[src/rtl/rf_write_arbiter_pkg.sv]
// Shared constants, write-record type and packed-field offset helpers
// for the register-file write-port arbiter.
package rf_write_arbiter_pkg;

    localparam int RF_ARB_N_REQ = 4;
    localparam int RF_DATA_W    = 16;
    localparam int RF_ADDR_W    = 4;
    localparam int RF_ID_W      = 2;
    localparam int RF_EN_W      = 1 << RF_ADDR_W;

    typedef logic [RF_ADDR_W-1:0] rf_addr_t;
    typedef logic [RF_DATA_W-1:0] rf_data_t;
    typedef logic [RF_ID_W-1:0]   rf_id_t;

    // Low bit of requester i's field inside the packed req_addr / req_data buses.
    function automatic int addr_lo(input int i);
        return i * RF_ADDR_W;
    endfunction

    function automatic int data_lo(input int i);
        return i * RF_DATA_W;
    endfunction

endpackage

[src/rtl/rf_write_arbiter_if.sv]
// Request and register-file write bus of the write-port arbiter.
// master = requesters / register file side, slave = arbiter.
interface rf_write_arbiter_if;
    import rf_write_arbiter_pkg::*;

    logic [RF_ARB_N_REQ-1:0]           req_valid;
    logic [RF_ARB_N_REQ*RF_ADDR_W-1:0] req_addr;
    logic [RF_ARB_N_REQ*RF_DATA_W-1:0] req_data;
    logic [RF_ARB_N_REQ-1:0]           req_ready;
    logic                              wr_stall;
    logic                              wr_valid;
    rf_addr_t                          wr_addr;
    rf_data_t                          wr_data;
    logic [RF_EN_W-1:0]                wr_en;
    rf_id_t                            grant_id;

    modport master (
        output req_valid, req_addr, req_data, wr_stall,
        input  req_ready, wr_valid, wr_addr, wr_data, wr_en, grant_id
    );

    modport slave (
        input  req_valid, req_addr, req_data, wr_stall,
        output req_ready, wr_valid, wr_addr, wr_data, wr_en, grant_id
    );

endinterface

[src/rtl/rf_write_arbiter_decoder.sv]
// decoder4to16: 4-to-16 line decoder built from two enabled 3-to-8 halves.
// Output is always one-hot; callers gate it with their own valid.
module decoder4to16 (
    input  logic [3:0]  A,
    output logic [15:0] D
);

    logic       en_lo;
    logic       en_hi;
    logic [7:0] onehot8;

    assign en_lo   = ~A[3];
    assign en_hi   = A[3];
    assign onehot8 = 8'b0000_0001 << A[2:0];

    assign D[7:0]  = en_lo ? onehot8 : 8'h00;
    assign D[15:8] = en_hi ? onehot8 : 8'h00;

endmodule

[src/rtl/rf_write_arbiter.sv]
// Round-robin register-file write-port arbiter with registered write output.
// Define RF_ARB_FIXED_PRIO_EN for fixed priority (requester 0 highest).
module rf_write_arbiter
    import rf_write_arbiter_pkg::*;
#(
    parameter int N_REQ  = RF_ARB_N_REQ,
    parameter int DATA_W = RF_DATA_W,
    parameter int ADDR_W = RF_ADDR_W
) (
    input  logic               clk,
    input  logic               rst,
    rf_write_arbiter_if.slave  rf_io
);

    logic [RF_ID_W-1:0] search_base;
    logic [RF_ID_W-1:0] idx;
    logic [RF_ID_W-1:0] grant_idx;
    logic               found;
    logic               xfer;
    logic [N_REQ-1:0]   ready;
    logic [ADDR_W-1:0]  sel_addr;
    logic [DATA_W-1:0]  sel_data;

    logic               wr_valid_q;
    logic [ADDR_W-1:0]  wr_addr_q;
    logic [DATA_W-1:0]  wr_data_q;
    logic [RF_ID_W-1:0] grant_id_q;
    logic [15:0]        dec_d;

`ifdef RF_ARB_FIXED_PRIO_EN
    assign search_base = '0;
`else
    logic [RF_ID_W-1:0] ptr_q;
    logic [RF_ID_W-1:0] ptr_d;

    assign search_base = ptr_q;
    assign ptr_d       = xfer ? grant_idx + 2'd1 : ptr_q;

    always_ff @(posedge clk or posedge rst) begin
        if (rst) begin
            ptr_q <= '0;
        end else begin
            ptr_q <= ptr_d;
        end
    end
`endif

    // NOTE: every always_comb output gets a default first so no path infers a latch.
    always_comb begin
        found     = 1'b0;
        grant_idx = '0;
        idx       = '0;
        for (int k = 0; k < N_REQ; k++) begin
            idx = search_base + 2'(k);
            if (!found && rf_io.req_valid[idx]) begin
                found     = 1'b1;
                grant_idx = idx;
            end
        end
    end

    // Stall and reset both suppress the grant; the transfer is exactly ready & valid.
    assign xfer = found & ~rf_io.wr_stall & ~rst;

    always_comb begin
        ready = '0;
        if (xfer) begin
            ready[grant_idx] = 1'b1;
        end
    end

    assign sel_addr = rf_io.req_addr[addr_lo(int'(grant_idx)) +: ADDR_W];
    assign sel_data = rf_io.req_data[data_lo(int'(grant_idx)) +: DATA_W];

    // NOTE: sequential state uses non-blocking assignments so every flop samples pre-edge values.
    always_ff @(posedge clk or posedge rst) begin
        if (rst) begin
            wr_valid_q <= 1'b0;
            wr_addr_q  <= '0;
            wr_data_q  <= '0;
            grant_id_q <= '0;
        end else begin
            wr_valid_q <= xfer;
            if (xfer) begin
                wr_addr_q  <= sel_addr;
                wr_data_q  <= sel_data;
                grant_id_q <= grant_idx;
            end
        end
    end

    decoder4to16 u_dec (
        .A (wr_addr_q),
        .D (dec_d)
    );

    // The decoder is never all-zero, so the strobe must gate it.
    assign rf_io.wr_en     = dec_d & {16{wr_valid_q}};
    assign rf_io.req_ready = ready;
    assign rf_io.wr_valid  = wr_valid_q;
    assign rf_io.wr_addr   = wr_addr_q;
    assign rf_io.wr_data   = wr_data_q;
    assign rf_io.grant_id  = grant_id_q;

endmodule

[src/flat_wrapper.sv]
// flat-port wrapper written by rule: the top's interface ports become plain ports
module rf_write_arbiter_flat import rf_write_arbiter_pkg::*;
#(
    parameter int N_REQ  = RF_ARB_N_REQ,
    parameter int DATA_W = RF_DATA_W,
    parameter int ADDR_W = RF_ADDR_W
)
  (clk, rst, rf_io_req_valid, rf_io_req_addr, rf_io_req_data, rf_io_wr_stall, rf_io_req_ready, rf_io_wr_valid, rf_io_wr_addr, rf_io_wr_data, rf_io_wr_en, rf_io_grant_id);
  rf_write_arbiter_if rf_io_i ();
  input  logic clk;
  input  logic rst;
  input wire logic [$bits(rf_io_i.req_valid)-1:0] rf_io_req_valid;
  input wire logic [$bits(rf_io_i.req_addr)-1:0] rf_io_req_addr;
  input wire logic [$bits(rf_io_i.req_data)-1:0] rf_io_req_data;
  input wire logic [$bits(rf_io_i.wr_stall)-1:0] rf_io_wr_stall;
  output wire logic [$bits(rf_io_i.req_ready)-1:0] rf_io_req_ready;
  output wire logic [$bits(rf_io_i.wr_valid)-1:0] rf_io_wr_valid;
  output wire logic [$bits(rf_io_i.wr_addr)-1:0] rf_io_wr_addr;
  output wire logic [$bits(rf_io_i.wr_data)-1:0] rf_io_wr_data;
  output wire logic [$bits(rf_io_i.wr_en)-1:0] rf_io_wr_en;
  output wire logic [$bits(rf_io_i.grant_id)-1:0] rf_io_grant_id;
  assign rf_io_i.req_valid = rf_io_req_valid;
  assign rf_io_i.req_addr = rf_io_req_addr;
  assign rf_io_i.req_data = rf_io_req_data;
  assign rf_io_i.wr_stall = rf_io_wr_stall;
  assign rf_io_req_ready = rf_io_i.req_ready;
  assign rf_io_wr_valid = rf_io_i.wr_valid;
  assign rf_io_wr_addr = rf_io_i.wr_addr;
  assign rf_io_wr_data = rf_io_i.wr_data;
  assign rf_io_wr_en = rf_io_i.wr_en;
  assign rf_io_grant_id = rf_io_i.grant_id;
  rf_write_arbiter #(.N_REQ(N_REQ), .DATA_W(DATA_W), .ADDR_W(ADDR_W)) u_core (.clk(clk), .rst(rst), .rf_io(rf_io_i));
endmodule
[config.mk]
export PLATFORM = sky130hd
export DESIGN_NAME = rf_write_arbiter_flat
export DESIGN_NICKNAME = d
export VERILOG_FILES = /design/src/rtl/rf_write_arbiter_pkg.sv /design/src/rtl/rf_write_arbiter_if.sv /design/src/rtl/rf_write_arbiter_decoder.sv /design/src/rtl/rf_write_arbiter.sv /design/src/flat_wrapper.sv
export SDC_FILE = /design/constraint.sdc
export NUM_CORES = 1
export LEC_CHECK = 0
export BUFFER_PORTS_ARGS = -buffer_cell sky130_fd_sc_hd__buf_2
export CAP_MARGIN = 20
export CORE_ASPECT_RATIO = 1.4
export CORE_UTILIZATION = 30
export CTS_BUF_LIST = sky130_fd_sc_hd__clkbuf_16
export CTS_CLUSTER_SIZE = 40
export DETAILED_ROUTE_END_ITERATION = 7
export PLACE_DENSITY = 0.71
export SETUP_SLACK_MARGIN = 0.15
export SYNTH_ARGS = -nofsm -noshare
export SYNTH_HDL_FRONTEND = slang
export SYNTH_HIERARCHICAL = 1
export SYNTH_SLANG_ARGS = --single-unit
[constraint.sdc]
create_clock -name clk -period 1.4 [get_ports clk]
set_input_delay 0.21 -clock clk [delete_from_list [all_inputs] [get_ports clk]]
set_output_delay 0.21 -clock clk [all_outputs]
set_load 0.02 [all_outputs]
# Word level (Yosys, flattened, before mapping)

Cells that the tools add are included.

Register bits after elaboration: 25
Latch bits: 0
Bits in writable memories: 0
Bits in read-only memories: 0
Input port bits: 87
Output and inout port bits: 43
Memories kept: 0

$add $sub $neg: 4
Multiply operators: 0
Divide/modulo/power cells: 0
Order comparisons: 6
Equality and inequality tests: 0
Shifts and indexed selects: 3
Muxes and demuxes: 21
Bitwise logic cells: 5
Reductions and logical operators: 7

Operators with widths:

| cell                | count |
|---|---|
| $shiftx 64x7->16    | 1 |
| $and 16x16->16      | 1 |
| $mux 8              | 2 |
| $shiftx 16x5->4     | 1 |
| $lt 2x3->1 const B  | 5 |
| $mux 1              | 9 |
| $bmux 1 s2          | 4 |
| $mux 2              | 4 |
| $shl 1x3->8 const A | 1 |
| $add 2x1->2 const B | 2 |
| $add 2x2->2 const B | 2 |
| $logic_and 1x1->1   | 4 |
| $mux 4              | 1 |
| $logic_not 1->1     | 3 |
| $and 1x1->1         | 2 |
| $demux 1 s2         | 1 |
| $ge 2x1->1 const B  | 1 |
| $not 1->1           | 2 |

# Depth between registers and ports, before layout

Gate-level depths: netlist of the first run.

Depth in word-level cells: 17
Gate-level depth with buffers: 8
Depth with buffers taken out: 5

# Cells and area by module

The synthesis of the first run kept the hierarchy.

Modules (own cells, without submodules):

| module           | times used | cells an instance | area each (µm²) |
|---|---|---|---|
| rf_write_arbiter | 1          | 184               | 1585.3 |
| decoder4to16     | 1          | 20                | 226.5 |

# Worst setup path before layout of the first run

No wires, ideal clock.

Kind: in2out
From: in rf_io_req_valid[0]
To: out rf_io_req_ready[2]
Arrival: 1.534 ns
Data required time: 1.190 ns
Slack: -0.344 ns
Stages on the path: 6
Path buffers: 3
Path through: buf_2 nor4_1 or3_1 buf_4 buf_6 nor3_1

Word-level cells in the longest chain between the ends: 17
Elaborated cells between the ends (all ways): 30
Classes of those cells: order compare: 2; mux: 19; bitwise: 2; reduce/logical: 7

RTL lines:

| element                                                               | RTL line               | source |
|---|---|---|
| start, declared                                                       | flat_wrapper.sv:12     | `input wire logic [$bits(rf_io_i.req_valid)-1:0] rf_io_req_valid;` |
| $bmux 1 s2                                                            | rf_write_arbiter.sv:55 | `if (!found && rf_io.req_valid[idx]) begin` |
| $mux 1 (implied by the code)                                          | rf_write_arbiter.sv:55 |  |
| $mux 1                                                                | rf_write_arbiter.sv:55 |  |
| $logic_not 1->1                                                       | rf_write_arbiter.sv:55 |  |
| $logic_and 1x1->1                                                     | rf_write_arbiter.sv:55 |  |
| $mux 1                                                                | rf_write_arbiter.sv:55 |  |
| $logic_not 1->1                                                       | rf_write_arbiter.sv:55 |  |
| $logic_and 1x1->1                                                     | rf_write_arbiter.sv:55 |  |
| $mux 1                                                                | rf_write_arbiter.sv:55 |  |
| $logic_not 1->1                                                       | rf_write_arbiter.sv:55 |  |
| $logic_and 1x1->1                                                     | rf_write_arbiter.sv:55 |  |
| $mux 2                                                                | rf_write_arbiter.sv:55 |  |
| $lt 2x3->1 (implied by the code) / $ge 2x1->1 (equally long branches) | rf_write_arbiter.sv:68 | `ready[grant_idx] = 1'b1;` |
| $logic_and 1x1->1 (implied by the code)                               | rf_write_arbiter.sv:68 |  |
| $mux 1 (implied by the code)                                          | rf_write_arbiter.sv:68 |  |
| $demux 1 s2                                                           | n/a                    |  |
| $mux 4 (*)                                                            | rf_write_arbiter.sv:67 | `if (xfer) begin` |
| end, declared                                                         | flat_wrapper.sv:16     | `output wire logic [$bits(rf_io_i.req_ready)-1:0] rf_io_req_ready;` |

Every way passes the cells marked *; elsewhere a longest branch is shown, timed or not. The select of a mux whose other input is x is not followed.

# Worst setup path after layout of the first run

From: reg u_core.ptr_q[0]
To: out rf_io_req_ready[2]

Word-level cells in the longest chain between the ends: 17
Elaborated cells between the ends (all ways): 33
Classes of those cells: add/sub: 3; order compare: 2; mux: 19; bitwise: 2; reduce/logical: 7

RTL lines:

| element                                                             | RTL line               | source |
|---|---|---|
| start, declared                                                     | rf_write_arbiter.sv:33 | `logic [RF_ID_W-1:0] ptr_q;` |
| start signal, assigned                                              | rf_write_arbiter.sv:43 | `ptr_q <= ptr_d;` |
| parallel branches: the longest is 16 deep, another holds $lt 2x3->1 | n/a                    |  |
| $mux 4 (*)                                                          | rf_write_arbiter.sv:67 |  |

Every way passes the cells marked *. The select of a mux whose other input is x is not followed.

==> results, run 1 <==
- The CTS clock-pin slew for the worst setup and hold paths is 60 ps.
- After routing the design area is ~3400 um^2.
- The floorplan step defined a die boundary enclosing about 6400 um^2.
- Summing every instance area after synthesis gives 1810 um^2.
- The worst setup path is of the reg2out kind.
- Ranked by total cell area, the synthesized netlist is headed by sky130_fd_sc_hd__dfrtp_1 35%, sky130_fd_sc_hd__a21oi_1 13%, sky130_fd_sc_hd__a222oi_1 11%.
- The cell-internal power is around 2.4 mW.
- In this run the horizontal extent of the chip is between 60 and 70 um.
- The switching power is between 1.5 and 2 mW.
- The post-DP HPWL is about 5000 um.
- The critical path startpoint category is a flop.
- Compared with the post-synthesis result, the final layout area differs by 85.2%.
- Setup repair after global routing could not meet its margin everywhere.
- The area fraction in and, or, nand and nor cells after synthesis is 0.261.
- The sequential fraction of design power is 0.263.
- After synthesis, the most frequently instantiated cells are 47 x sky130_fd_sc_hd__a21oi_1, 25 x sky130_fd_sc_hd__dfrtp_1, 24 x sky130_fd_sc_hd__nor2_1.
- The register area share after synthesis is 0.345.
- For this design the static power due to leakage is between 1.5 and 2 nW.
- The maximum VDD drop is around 0.58 mV.
- The cell accounting for the most synthesized area is sky130_fd_sc_hd__dfrtp_1.
- The per-instance average area after synthesis is between 8 and 9 um^2.
- The number of ports placed on the die boundary is 130.
- The CTS sink count is 25.
- Counting the buffers created by CTS gives 3.
- The worst hold path belongs to the class in2async.
- In this run the register-to-register setup slack is -290 ps.
- CTS built an H-tree with a depth of 1.
- The cell count after synthesis came out at 204.
- In the routed design, unresolved DRC markers number 0.
- The tool flagged a number of max-cap violations equal to 0.
- In this run the tightest slew margin relative to its limit is 0.728.
- The total negative slack for setup checks is -9700 ps.
- Setup violations remaining at the end of the flow were counted as 43.
- The total congestion overflow after global routing is 0.
- Power comes to 4.04 mW.
- The initial antenna violation count was 0.
- Synthesis produced a netlist with a net count of slightly below 300.
- The final worst-path setup slack is -412 ps.
- The first-pass iteration count of the detailed router is 5.
- The maximum clock frequency is 552 MHz.
- The share of total power dissipated in combinational logic is 0.582.
- The cell sitting at the root of the clock tree is a sky130_fd_sc_hd__clkbuf_16.
- The arithmetic-cell share of the synthesized area counting full adders, half adders and majority gates is 0.
- Clock latency on the worst-skew pair, taken at its later pin, is 260 ps.
- The number of DRC markers in iteration 0 is roughly 210.
- The final count of pins violating max slew is 0.
- Among all cell types in the netlist, the one instantiated most often is sky130_fd_sc_hd__a21oi_1.
- Of the post-synthesis cell area, the dominant cell type holds 0.345.
- The timing startpoint of the critical path is u_core/ptr_q[0]$_DFFE_PP0P_.
- The last element of the critical path is rf_io_req_ready[2].
- Fill cells in the final layout number 514.
- The clock tree from TritonCTS is built.
- Counting flops with an async set or reset pin after synthesis yields a share of 1.00.
- The setup slack at placement is -307 ps.
- In this run, synthesis inferred 0 flip-flops with an integrated enable.
- Data arrives at the worst endpoint at 1600 ps.
- The flow ran to the end, but the final reports show violations.
- The power density relative to cell area is roughly 1200 nW/um^2.
- The via count of the first global-routing pass is between 2000 and 3000.
- The floorplan has 33 rows.
- The fraction of the cycle the final worst path needs is 1.29.
- The number of distinct library cells after synthesis is 37.
- For the pin with the worst max-slew slack, the measured transition is 408 ps.
- The clock period minus final worst setup slack is 1810 ps.
- The worst setup path is captured at a primary output.
- The post-synthesis xor/xnor area fraction is 0.
- At the end of routability-driven placement, the weighted congestion stood at around 0.85.
- The first global-routing pass estimated approximately 12000 um of wire.
- The total number of nets in the final design is 459.
- Data on the critical path is required at its endpoint by 1190 ps.
- Hold timing on the final database bottoms out at a slack of between 15 and 20 ps.
- The initial utilization of the core area, before any placement, comes to 0.311.
- The post-detailed-placement cell area is roughly 2700 um^2.
- The compound-gate portion of the synthesized area is 0.297.
- In this run the critical register-to-register path is captured at u_core/rf_io.wr_addr[0]$_DFFE_PP0P_.
- The floorplan die height is 94.0 um.
- The launch point of the worst reg-to-reg path is u_core/ptr_q[0]$_DFFE_PP0P_.
- The final wirelength is just under 8000 um.
- Of the total power, the clock network draws 0.155.
- The total area inside the core boundary comes to 5820 um^2.
- The critical-path maximum fanout is 5.
- The worst register-to-register path has a depth of 6.
- The final reports fail on negative setup slack.
- The fraction of synthesized area in multiplexers is 0.
- The most frequently used flop master after synthesis is sky130_fd_sc_hd__dfrtp_1.
- The net switching share of the total power is 0.395.
- The final number of hold-violating endpoints was 0.
- The maximum number of pins on one net before global-route repair is 26.
- After detailed routing, the number of vias per cell comes to between 5 and 6.
- Once detail routing completed, the nets flagged for antenna violations numbered 0.
- Buffers placed on the I/O ports in this run total 129.
- The number of warnings issued by yosys is 6.
- The maximum number of buffers from clock root to sink is 2.
- The routed via count is 2418.
- The share of cells above drive strength 1 is 0.650.
- The number of synthesized register bits is 25.
- The final routed wire length divided by cell count is 17.9 um.
- The total routing resource utilization after global routing is 0.262.
- The post-route clock skew is between 3 and 4 ps.
- The main combinational cell family by area after synthesis is compound AO/OA/AOI/OAI gates.
- The number of diodes added for antenna fixing is 0.
[sequential cells by signal, indices dropped and copies added, names as in the netlist]
register / flops
u_core/ptr_q: 2
u_core/rf_io.grant_id: 2
u_core/rf_io.wr_addr: 4
u_core/rf_io.wr_data: 16
u_core/rf_io.wr_valid: 1
[power by group through the flow]
stage          registers, mW  clock network (mW)  logic [mW]
6_report                1.06               0.625        2.35
5_1_grt                 1.09               0.668        2.51
4_1_cts                 1.05               0.650        2.24
3_5_place_dp            1.15                   0        1.61
3_3_place_gp            1.13                   0        1.59
2_1_floorplan           1.25                   0       0.901
[cells in the final DEF, fill, tap and decap left out, types with 4 or more instances in the layout]
| cell type | synthesis | layout |
|---|---|---|
| sky130_fd_sc_hd__buf_2 | 8 | 107 |
| sky130_fd_sc_hd__buf_6 | 5 | 46 |
| sky130_fd_sc_hd__a21oi_1 | 47 | 43 |
| sky130_fd_sc_hd__buf_4 | 5 | 28 |
| sky130_fd_sc_hd__nor2_1 | 24 | 22 |
| sky130_fd_sc_hd__a222oi_1 | 20 | 20 |
| sky130_fd_sc_hd__dfrtp_1 | 25 | 18 |
| sky130_fd_sc_hd__and2_4 | 0 | 16 |
| sky130_fd_sc_hd__dfrtp_2 | 0 | 7 |
| sky130_fd_sc_hd__inv_1 | 5 | 5 |
| sky130_fd_sc_hd__and4b_1 | 4 | 4 |
[what timing repair did]
action                                  4_1_cts  5_1_grt
buffers inserted                             18        1
hold buffers                                  0        0
endpoints found under the setup margin       44       46
hold endpoints to repair                      0        0
resized for setup                            90       12
gates cloned                                  5        0
pin swaps                                    19        9
[worst min path at each step]
stage / slack, ps / depth (start not counted) / endpoint / start
after global placement: 300 / 3 / u_core/ptr_q[1]$_DFFE_PP0P_ / rst
after global routing: 50 / 3 / u_core/rf_io.wr_data[5]$_DFFE_PP0P_ / rst
after detailed placement: 300 / 3 / u_core/ptr_q[1]$_DFFE_PP0P_ / rst
after CTS: 20 / 3 / u_core/rf_io.wr_data[15]$_DFFE_PP0P_ / rst
after floorplan: 240 / 1 / u_core/ptr_q[0]$_DFFE_PP0P_ / rst
final: 20 / 3 / u_core/rf_io.grant_id[1]$_DFFE_PP0P_ / rst
[layer usage]
layer | vias to the layer above | GRT usage | share of wire
li1 | 1126 | - | -
met1 | 1186 | 0.285 | 0.36
met2 | 88 | 0.469 | 0.56
met3 | 18 | 0.0340 | 0.045
met4 | 0 | 0.147 | 0.032
met5 | - | 0 | 0
[critical path, cell delays in order, from the launching register on]
cell and delay [ps]:
sky130_fd_sc_hd__dfrtp_2 410, sky130_fd_sc_hd__nand2b_4 160, sky130_fd_sc_hd__a21oi_4 60, sky130_fd_sc_hd__a311oi_4 350, sky130_fd_sc_hd__buf_4 200, sky130_fd_sc_hd__nor3_4 40, sky130_fd_sc_hd__buf_6 130
[area by class of cell]
type	instances	area [um^2]	share of cell area
repair buffers	183	1300	0.389
multi-input cells	153	1220	0.365
flip-flops and latches	25	634	0.189
well taps	70	87.6	0.0261
clock buffers	3	75.1	0.0224
inverters	6	25.0	0.00746
clock inverters	1	3.75	0.00112
[logic make-up after synthesis]
| kind of cell | count (synthesis) |
|---|---|
| compound gates | 79 |
| simple gates | 72 |
| buf+inv | 28 |
| flops | 25 |
[metrics by stage]
stage,util,cells
floorplan,-,204
global placement,0.470,413
detailed placement,0.470,413
CTS,0.566,440
global route,0.576,441
finish,0.576,441
Power figures use the tool's default switching activity.
==> inputs of run 2 (changes only) <==
Settings changed: SYNTH_HIERARCHICAL 1 to unset.
==> results, run 2 <==
- After global routing the overflow that remains totals 0.
- For the final routed database, the setup TNS stands at -12750 ps.
- Max-cap violations in this run came to 0.
- The most common cell after layout, fill and taps aside is sky130_fd_sc_hd__buf_2.
- The final number of hold-violating endpoints came to 0.
- The clock tree from TritonCTS is built.
- Measured against its own limit, the worst slew margin works out to 0.758.
- The total number of nets in the final design is around 450.
- Dividing the detail-routed wire length by the instance count gives approximately 18 um.
- The maximum VDD drop is approximately 0.65 mV.
- By area the synthesized netlist is led by sky130_fd_sc_hd__dfrtp_1 35%, sky130_fd_sc_hd__a211oi_1 12%, sky130_fd_sc_hd__mux2i_1 12%.
- After synthesis, the netlist uses 31 different library cells.
- The final count of pins violating max slew is 0.
- The total area inside the core boundary comes to 5820 um^2.
- Using the TritonRoute via totals, the vias-per-cell ratio works out to around 5.3.
- STA puts the critical path data arrival time at between 1500 and 2000 ps.
- The most common cell in the synthesized netlist is sky130_fd_sc_hd__nor2_1.
- The most used flip-flop cell after synthesis is sky130_fd_sc_hd__dfrtp_1.
- The routed via count is 2291.
- Counting every sink on the clock net gives 25.
- The final reports fail on negative setup slack.
- By count the netlist is led by 36 x sky130_fd_sc_hd__nor2_1, 30 x sky130_fd_sc_hd__a211oi_1, 25 x sky130_fd_sc_hd__dfrtp_1.
- The die is 67.6 um wide.
- The cell that appears most often on the critical path is sky130_fd_sc_hd__buf_6.
- Yosys mapped a number of flops with a built-in enable equal to 0.
- In this run the deepest clock path goes through 2 buffers.
- The number of warnings issued by yosys is 0.
- Setup violations remaining at the end of the flow were counted as 44.
- The smallest clock period supported by the final layout is computed as between 1500 and 2000 ps.
- The share of synthesized area in the top cell type comes to 0.346.
- Setup repair after global routing could not meet its margin everywhere.
- The post-route standard cell area excluding fillers is around 3800 um^2.
- The area added between synthesis and finish is 112%.
- The cell with the largest stage delay on the worst path is sky130_fd_sc_hd__dfrtp_1.
- The later pin in the worst-skew pair is clocked with a latency of between 200 and 300 ps.
- Once detailed placement completed, the half-perimeter wirelength came to about 4500 um.
- Entering global routing, the biggest net connects 26 pins.
- The cell accounting for the most synthesized area is sky130_fd_sc_hd__dfrtp_1.
- In this design, the stage delay of the slowest critical-path cell is about 430 ps.
- In this run the worst hold path is classified as in2async.
- After synthesis, the mean cell area works out to between 9 and 10 um^2.
- The cts-stage hold buffer count is 0.
- The post-detailed-placement cell area is between 2000 and 3000 um^2.
- The floorplan step defined a die boundary enclosing around 6300 um^2.
- Of the cells placed in the final design, the portion with a size suffix greater than 1 is 0.770.
- The pre-antenna-repair detailed-routing pass consisted of 4 iterations.
- The setup slack at placement is -413 ps.
- The cell at the root of the clock tree is sky130_fd_sc_hd__clkbuf_16.
- The power density relative to cell area is ~1300 nW/um^2.
- In the global route stage, overall resource usage came out at 0.228.
- The worst setup path is launched from a flop.
- Clock tree synthesis inserted a total of 3 buffers.
- The number of nets still failing antenna checks after routing is 0.
- The run finished, with violations left.
- The maximum clock frequency is approximately 530 MHz.
- The floorplan die height is 93.9 um.
- STA classifies the critical path endpoint as a primary output.
- Traced cell by cell, the critical path runs through buf_6 > a21o_4 > a21boi_4 > o211ai_4 > buf_8 > nor2_4 > buf_6.
- The final wirelength is roughly 8000 um.
- CTS built an H-tree with a depth of 1.
- The number of synthesized register bits is 25.
- In this run the register-to-register setup slack is -420 ps.
- The fraction of the cycle the final worst path needs is 1.36.
- Overall power consumption after layout is estimated at between 5 and 6 mW.
- During placement, the flow inserted port buffers numbering 129.
- In this run the static leakage power is roughly 1.7 nW.
- The global placer's final weighted congestion is about 0.73.
- For the pin with the worst max-slew slack, the measured transition is 359 ps.
- Data on the critical path is required at its endpoint by about 1200 ps.
- The top cell types in the final layout, fill and taps aside, are 107 x sky130_fd_sc_hd__buf_2, 41 x sky130_fd_sc_hd__buf_6, 31 x sky130_fd_sc_hd__a211oi_2.
- The detailed router finished its first iteration with between 100 and 150 violations.
- 0 antenna diodes ended up in the layout.
- The gate count of the mapped netlist is around 200.
- The critical-path maximum fanout is 4.
- The final worst-path setup slack is -500 ps.
- The number of ports placed on the die boundary is 130.
- The worst reg2reg path depth is 9.
- The flip-flop count of the largest register after layout is 16.
- The worst slack on hold paths is between 30 and 40 ps.
- The initial antenna violation count is 0.
- The via count of the first global-routing pass is 2144.
- The first global-routing pass estimated approximately 11000 um of wire.
- The number of remaining DRC errors is 0.
- The share of synthesized flip-flops with an asynchronous set or reset is 1.00.
- The post-route clock skew is between 2 and 2.5 ps.
- For this run, the register share of the synthesized area comes to 0.346.
- Synthesis produced a netlist with a net count of roughly 280.
- Row generation in the floorplan step produced 33 rows.
- For this configuration, the core starts out at a cell density of 0.311.
- Clock-pin slew was measured on the worst setup and hold paths at around 60 ps.
- After synthesis the cells add up to roughly 1800 um^2.
- The classification of the worst setup path is reg2out.
run 2: kinds of logic after synthesis:
logic type	synth area share
XOR/XNOR	0.00484
multiplexers	0.116
flip-flops	0.346
AO/OA/AOI/OAI	0.293
buffers and inverters	0.0740
AND/OR/NAND/NOR	0.167
run 2: report_power, final:
part	internal [mW]	leakage, nW	switching (mW)	total, mW
combinational	1.52	1.37	1.72	3.24
sequential	0.960	0.275	0.186	1.15
clock	0.382	0.0423	0.252	0.634
total	2.87	1.69	2.16	5.02
run 2: path summary, 6_finish.rpt:
check,endpoint,start
setup / recovery,rf_io_req_ready[2],u_core.ptr_q[1]$_DFFE_PP0P_
hold / removal,u_core.rf_io.grant_id[0]$_DFFE_PP0P_,rst
setup reg to reg,u_core.rf_io.wr_addr[1]$_DFFE_PP0P_,u_core.ptr_q[1]$_DFFE_PP0P_
hold reg to reg,u_core.rf_io.grant_id[0]$_DFFE_PP0P_,u_core.rf_io.grant_id[0]$_DFFE_PP0P_
max in group asynchronous,u_core.rf_io.wr_addr[1]$_DFFE_PP0P_,rst
min in group clk,u_core.rf_io.wr_data[6]$_DFFE_PP0P_,rf_io_req_data[54]
run 2: worst max-delay path: cells and delay by family (launching register included):
kind / cells / cell delay, ps
buf+inv: 3 / 420
compound gates: 3 / 490
simple gates: 1 / 80
flops: 1 / 430
run 2: routing by layer:
| metal | GRT usage | share of wire |
|---|---|---|
| met1 | 0.255 | 0.37 |
| met2 | 0.421 | 0.55 |
| met3 | 0.0206 | 0.055 |
| met4 | 0.0957 | 0.025 |
| met5 | 0 | 0 |
run 2: per-stage QoR:
| step | instances | utilization |
|---|---|---|
| after floorplan | 196 | - |
| final | 435 | 0.659 |
| after global routing | 435 | 0.659 |
| after global placement | 400 | 0.483 |
| after detailed placement | 400 | 0.483 |
| after CTS | 428 | 0.595 |
run 2: area by class of cell:
| class | count | area [um^2] |
|---|---|---|
| fillers | 421 | 1990 |
| multi-input cells | 152 | 1620 |
| repair buffers | 181 | 1400 |
| flip-flops and latches | 25 | 633 |
| well taps | 70 | 87.6 |
| clock buffers | 3 | 75.1 |
| inverters | 3 | 16.3 |
| clock inverters | 1 | 3.75 |
run 2: repair_timing:
item                                    4_1_cts  5_1_grt
resized for setup                            95       62
endpoints found under the setup margin       44       45
gates cloned                                  2        1
setup buffers                                22        6
pin swaps                                    17       26
==> inputs of run 3 (changes only) <==
Settings changed: CAP_MARGIN 20 to unset, SETUP_SLACK_MARGIN 0.15 to unset.
==> results, run 3 (synthesis gave the netlist of run 2 again) <==
- The worst pin sits at a relative slew slack of 0.635.
- In this run the standard cell core region covers 5820 um^2.
- The first-pass iteration count of the detailed router is 4.
- In this run the power density over the cells is about 1300 nW/um^2.
- The total number of nets in the final design is approximately 440.
- The via count of the first global-routing pass is between 2000 and 2500.
- The maximum number of buffers from clock root to sink is 2.
- Setup violations remaining at the end of the flow were counted as 41.
- Entering global routing, the biggest net connects 26 pins.
- Fill cells in the final layout number around 520.
- The mean number of vias per cell is around 5.1.
- In the post-route analysis, the smallest setup slack over all paths is -444 ps.
- The width of the chip is between 60 and 70 um.
- The register with the most flip-flops in the layout has 16 of them.
- The repair_antennas step left the layout with diodes totalling 0.
- The clock tree from TritonCTS is built.
- The cell family contributing the most delay on the critical path is flip-flops.
- The number of rows created at floorplan is 33.
- Registers take between 600 and 700 um^2.
- In this design, the stage delay of the slowest critical-path cell is roughly 460 ps.
- The number of maximum-capacitance constraint violations is 0.
- The post-route standard cell area excluding fillers is ~3300 um^2.
- The starting density of the core is 0.311.
- The cell total after placement is about 400.
- The share of cells above drive strength 1 is 0.643.
- The global placer's final weighted congestion is between 0.8 and 0.9.
- The routed via count is roughly 2200.
- The cts-stage hold buffer count is 0.
- STA classifies the critical path endpoint as a primary output.
- The final count of pins violating max slew is 0.
- Leaving out filler cells and counting taps, the final layout contains between 400 and 500.
- The CTS clock-pin slew for the worst setup and hold paths is around 70 ps.
- The critical path startpoint category is a flop.
- Setup repair after global routing could not meet its margin everywhere.
- The multi-input combinational cells in the finished layout cover a total of between 1000 and 1500 um^2.
- At the pin with the least slew margin, the transition time is about 550 ps.
- Buffers placed on the I/O ports in this run total 129.
- In this run the number of H-tree levels came out at 1.
- The die area is about 6300 um^2.
- The cell with the largest stage delay on the worst path is sky130_fd_sc_hd__dfrtp_2.
- The clock period minus final worst setup slack is around 1800 ps.
- The total congestion overflow after global routing is 0.
- The initial antenna violation count is 0.
- TritonCTS created 3 clock buffers.
- The tree is rooted in a sky130_fd_sc_hd__clkbuf_16.
- The post-DP HPWL is between 4000 and 5000 um.
- Once detail routing completed, the nets flagged for antenna violations numbered 0.
- The number of DRC markers in iteration 0 is 53.
- The global-route wire length before repair is 9920 um.
- The arrival time reported for the critical path endpoint is between 1500 and 2000 ps.
- The library cell used most frequently in the layout, excluding fill and tap cells, is sky130_fd_sc_hd__buf_2.
- The final number of hold-violating endpoints is 0.
- The final wirelength is 6820 um.
- The number of remaining DRC errors is 0.
- Counting both buffers and inverters, the worst setup path holds a total of 2.
- After detailed placement, the total cell area comes to ~2700 um^2.
- The critical-path maximum fanout is 5.
- In this run the count of I/O pins placed on the die edge is 130.
- The critical path goes through a21boi_2 > a2bb2oi_4 > and2_4 > buf_12 > nor3_4 > buf_6.
- The area growth from synthesis to layout is 79.8%.
- The kind of path behind the tightest hold check is in2async.
- In this run the static leakage power is between 1.5 and 2 nW.
- Data on the critical path is required at its endpoint by approximately 1200 ps.
- The critical path is of the reg2out type.
- The final routed wire length divided by cell count is roughly 16 um.
- In the layout the commonest cells are 109 x sky130_fd_sc_hd__buf_2, 35 x sky130_fd_sc_hd__buf_4, 29 x sky130_fd_sc_hd__nor2_1.
- The die is 93.9 um tall.
- Based on the critical path, the design can be clocked at up to approximately 540 MHz.
- The post-route clock skew is 2.22 ps.
- In the global route stage, overall resource usage came out at 0.209.
- Across the VDD grid, the largest voltage drop is slightly above 0.6 mV.
- The latest clock arrival within the worst-skew pair is between 200 and 300 ps.
- The flow ran to the end, but the final reports show violations.
- Counting every sink on the clock net gives 25.
- The final reports fail on negative setup slack.
- Dividing the final minimum period by the clock period gives 1.32.
## run 3: final timing paths
path / start / to / slack (ps) / depth (start not counted)
min in group clk: rf_io_req_data[22] / u_core.rf_io.wr_data[6]$_DFFE_PP0P_ / 270 / 3
setup reg to reg: u_core.ptr_q[1]$_DFFE_PP0P_ / u_core.rf_io.wr_data[2]$_DFFE_PP0P_ / -390 / 7
max in group asynchronous: rst / u_core.ptr_q[1]$_DFFE_PP0P_ / 1000 / 4
hold / removal: rst / u_core.rf_io.wr_data[5]$_DFFE_PP0P_ / 120 / 4
setup / recovery: u_core.ptr_q[1]$_DFFE_PP0P_ / rf_io_req_ready[0] / -440 / 6
hold reg to reg: u_core.rf_io.grant_id[1]$_DFFE_PP0P_ / u_core.rf_io.grant_id[1]$_DFFE_PP0P_ / 480 / 2
## run 3: metrics by stage
stage               hold slack (ps)  power [mW]  utilization  setup WS [ps]  TNS (ps)
floorplan                       237        2.40            -           -151     -2450
global placement                406        3.01        0.468           -255     -6030
detailed placement              416        3.06        0.468           -380     -8090
CTS                             140        4.13        0.537           -439    -10500
global route                    161        4.54        0.559           -486    -13740
finish                          122        4.32        0.559           -444    -11060
## run 3: final cells by class
cell class / count / share of cell area
well taps: 70 / 0.0269
flip-flops and latches: 25 / 0.194
clock buffers: 3 / 0.0231
inverters: 3 / 0.00500
clock inverters: 1 / 0.00154
repair buffers: 170 / 0.354
multi-input cells: 151 / 0.395
## run 3: timing repair
item	CTS	global route
buffers inserted	15	3
setup endpoints to repair	43	43
cloned	1	0
resized for setup	55	25
pin swaps	21	7
## run 3: power breakdown
part           internal [mW]  switching (mW)  leakage, nW
logic                   1.17            1.34         1.23
clock network          0.386           0.269       0.0409
registers              0.958           0.190        0.275
## run 3: worst register-to-register path, delay by kind of cell, from the launching register on
family                 cells  cell delay (ps)
DFF                        1              460
and+or+nand+nor            1              190
buffers and inverters      2              290
AOI/OAI and AO/OA          4              750
## run 3: metal layers
| layer | vias to the layer above | global-route usage | wire [um] |
|---|---|---|---|
| met5 | - | 0 | 0 |
| met4 | 0 | 0.0585 | 93 |
| met3 | 10 | 0.0231 | 307 |
| met2 | 96 | 0.410 | 3850 |
| met1 | 1023 | 0.221 | 2570 |
| li1 | 1042 | - | - |
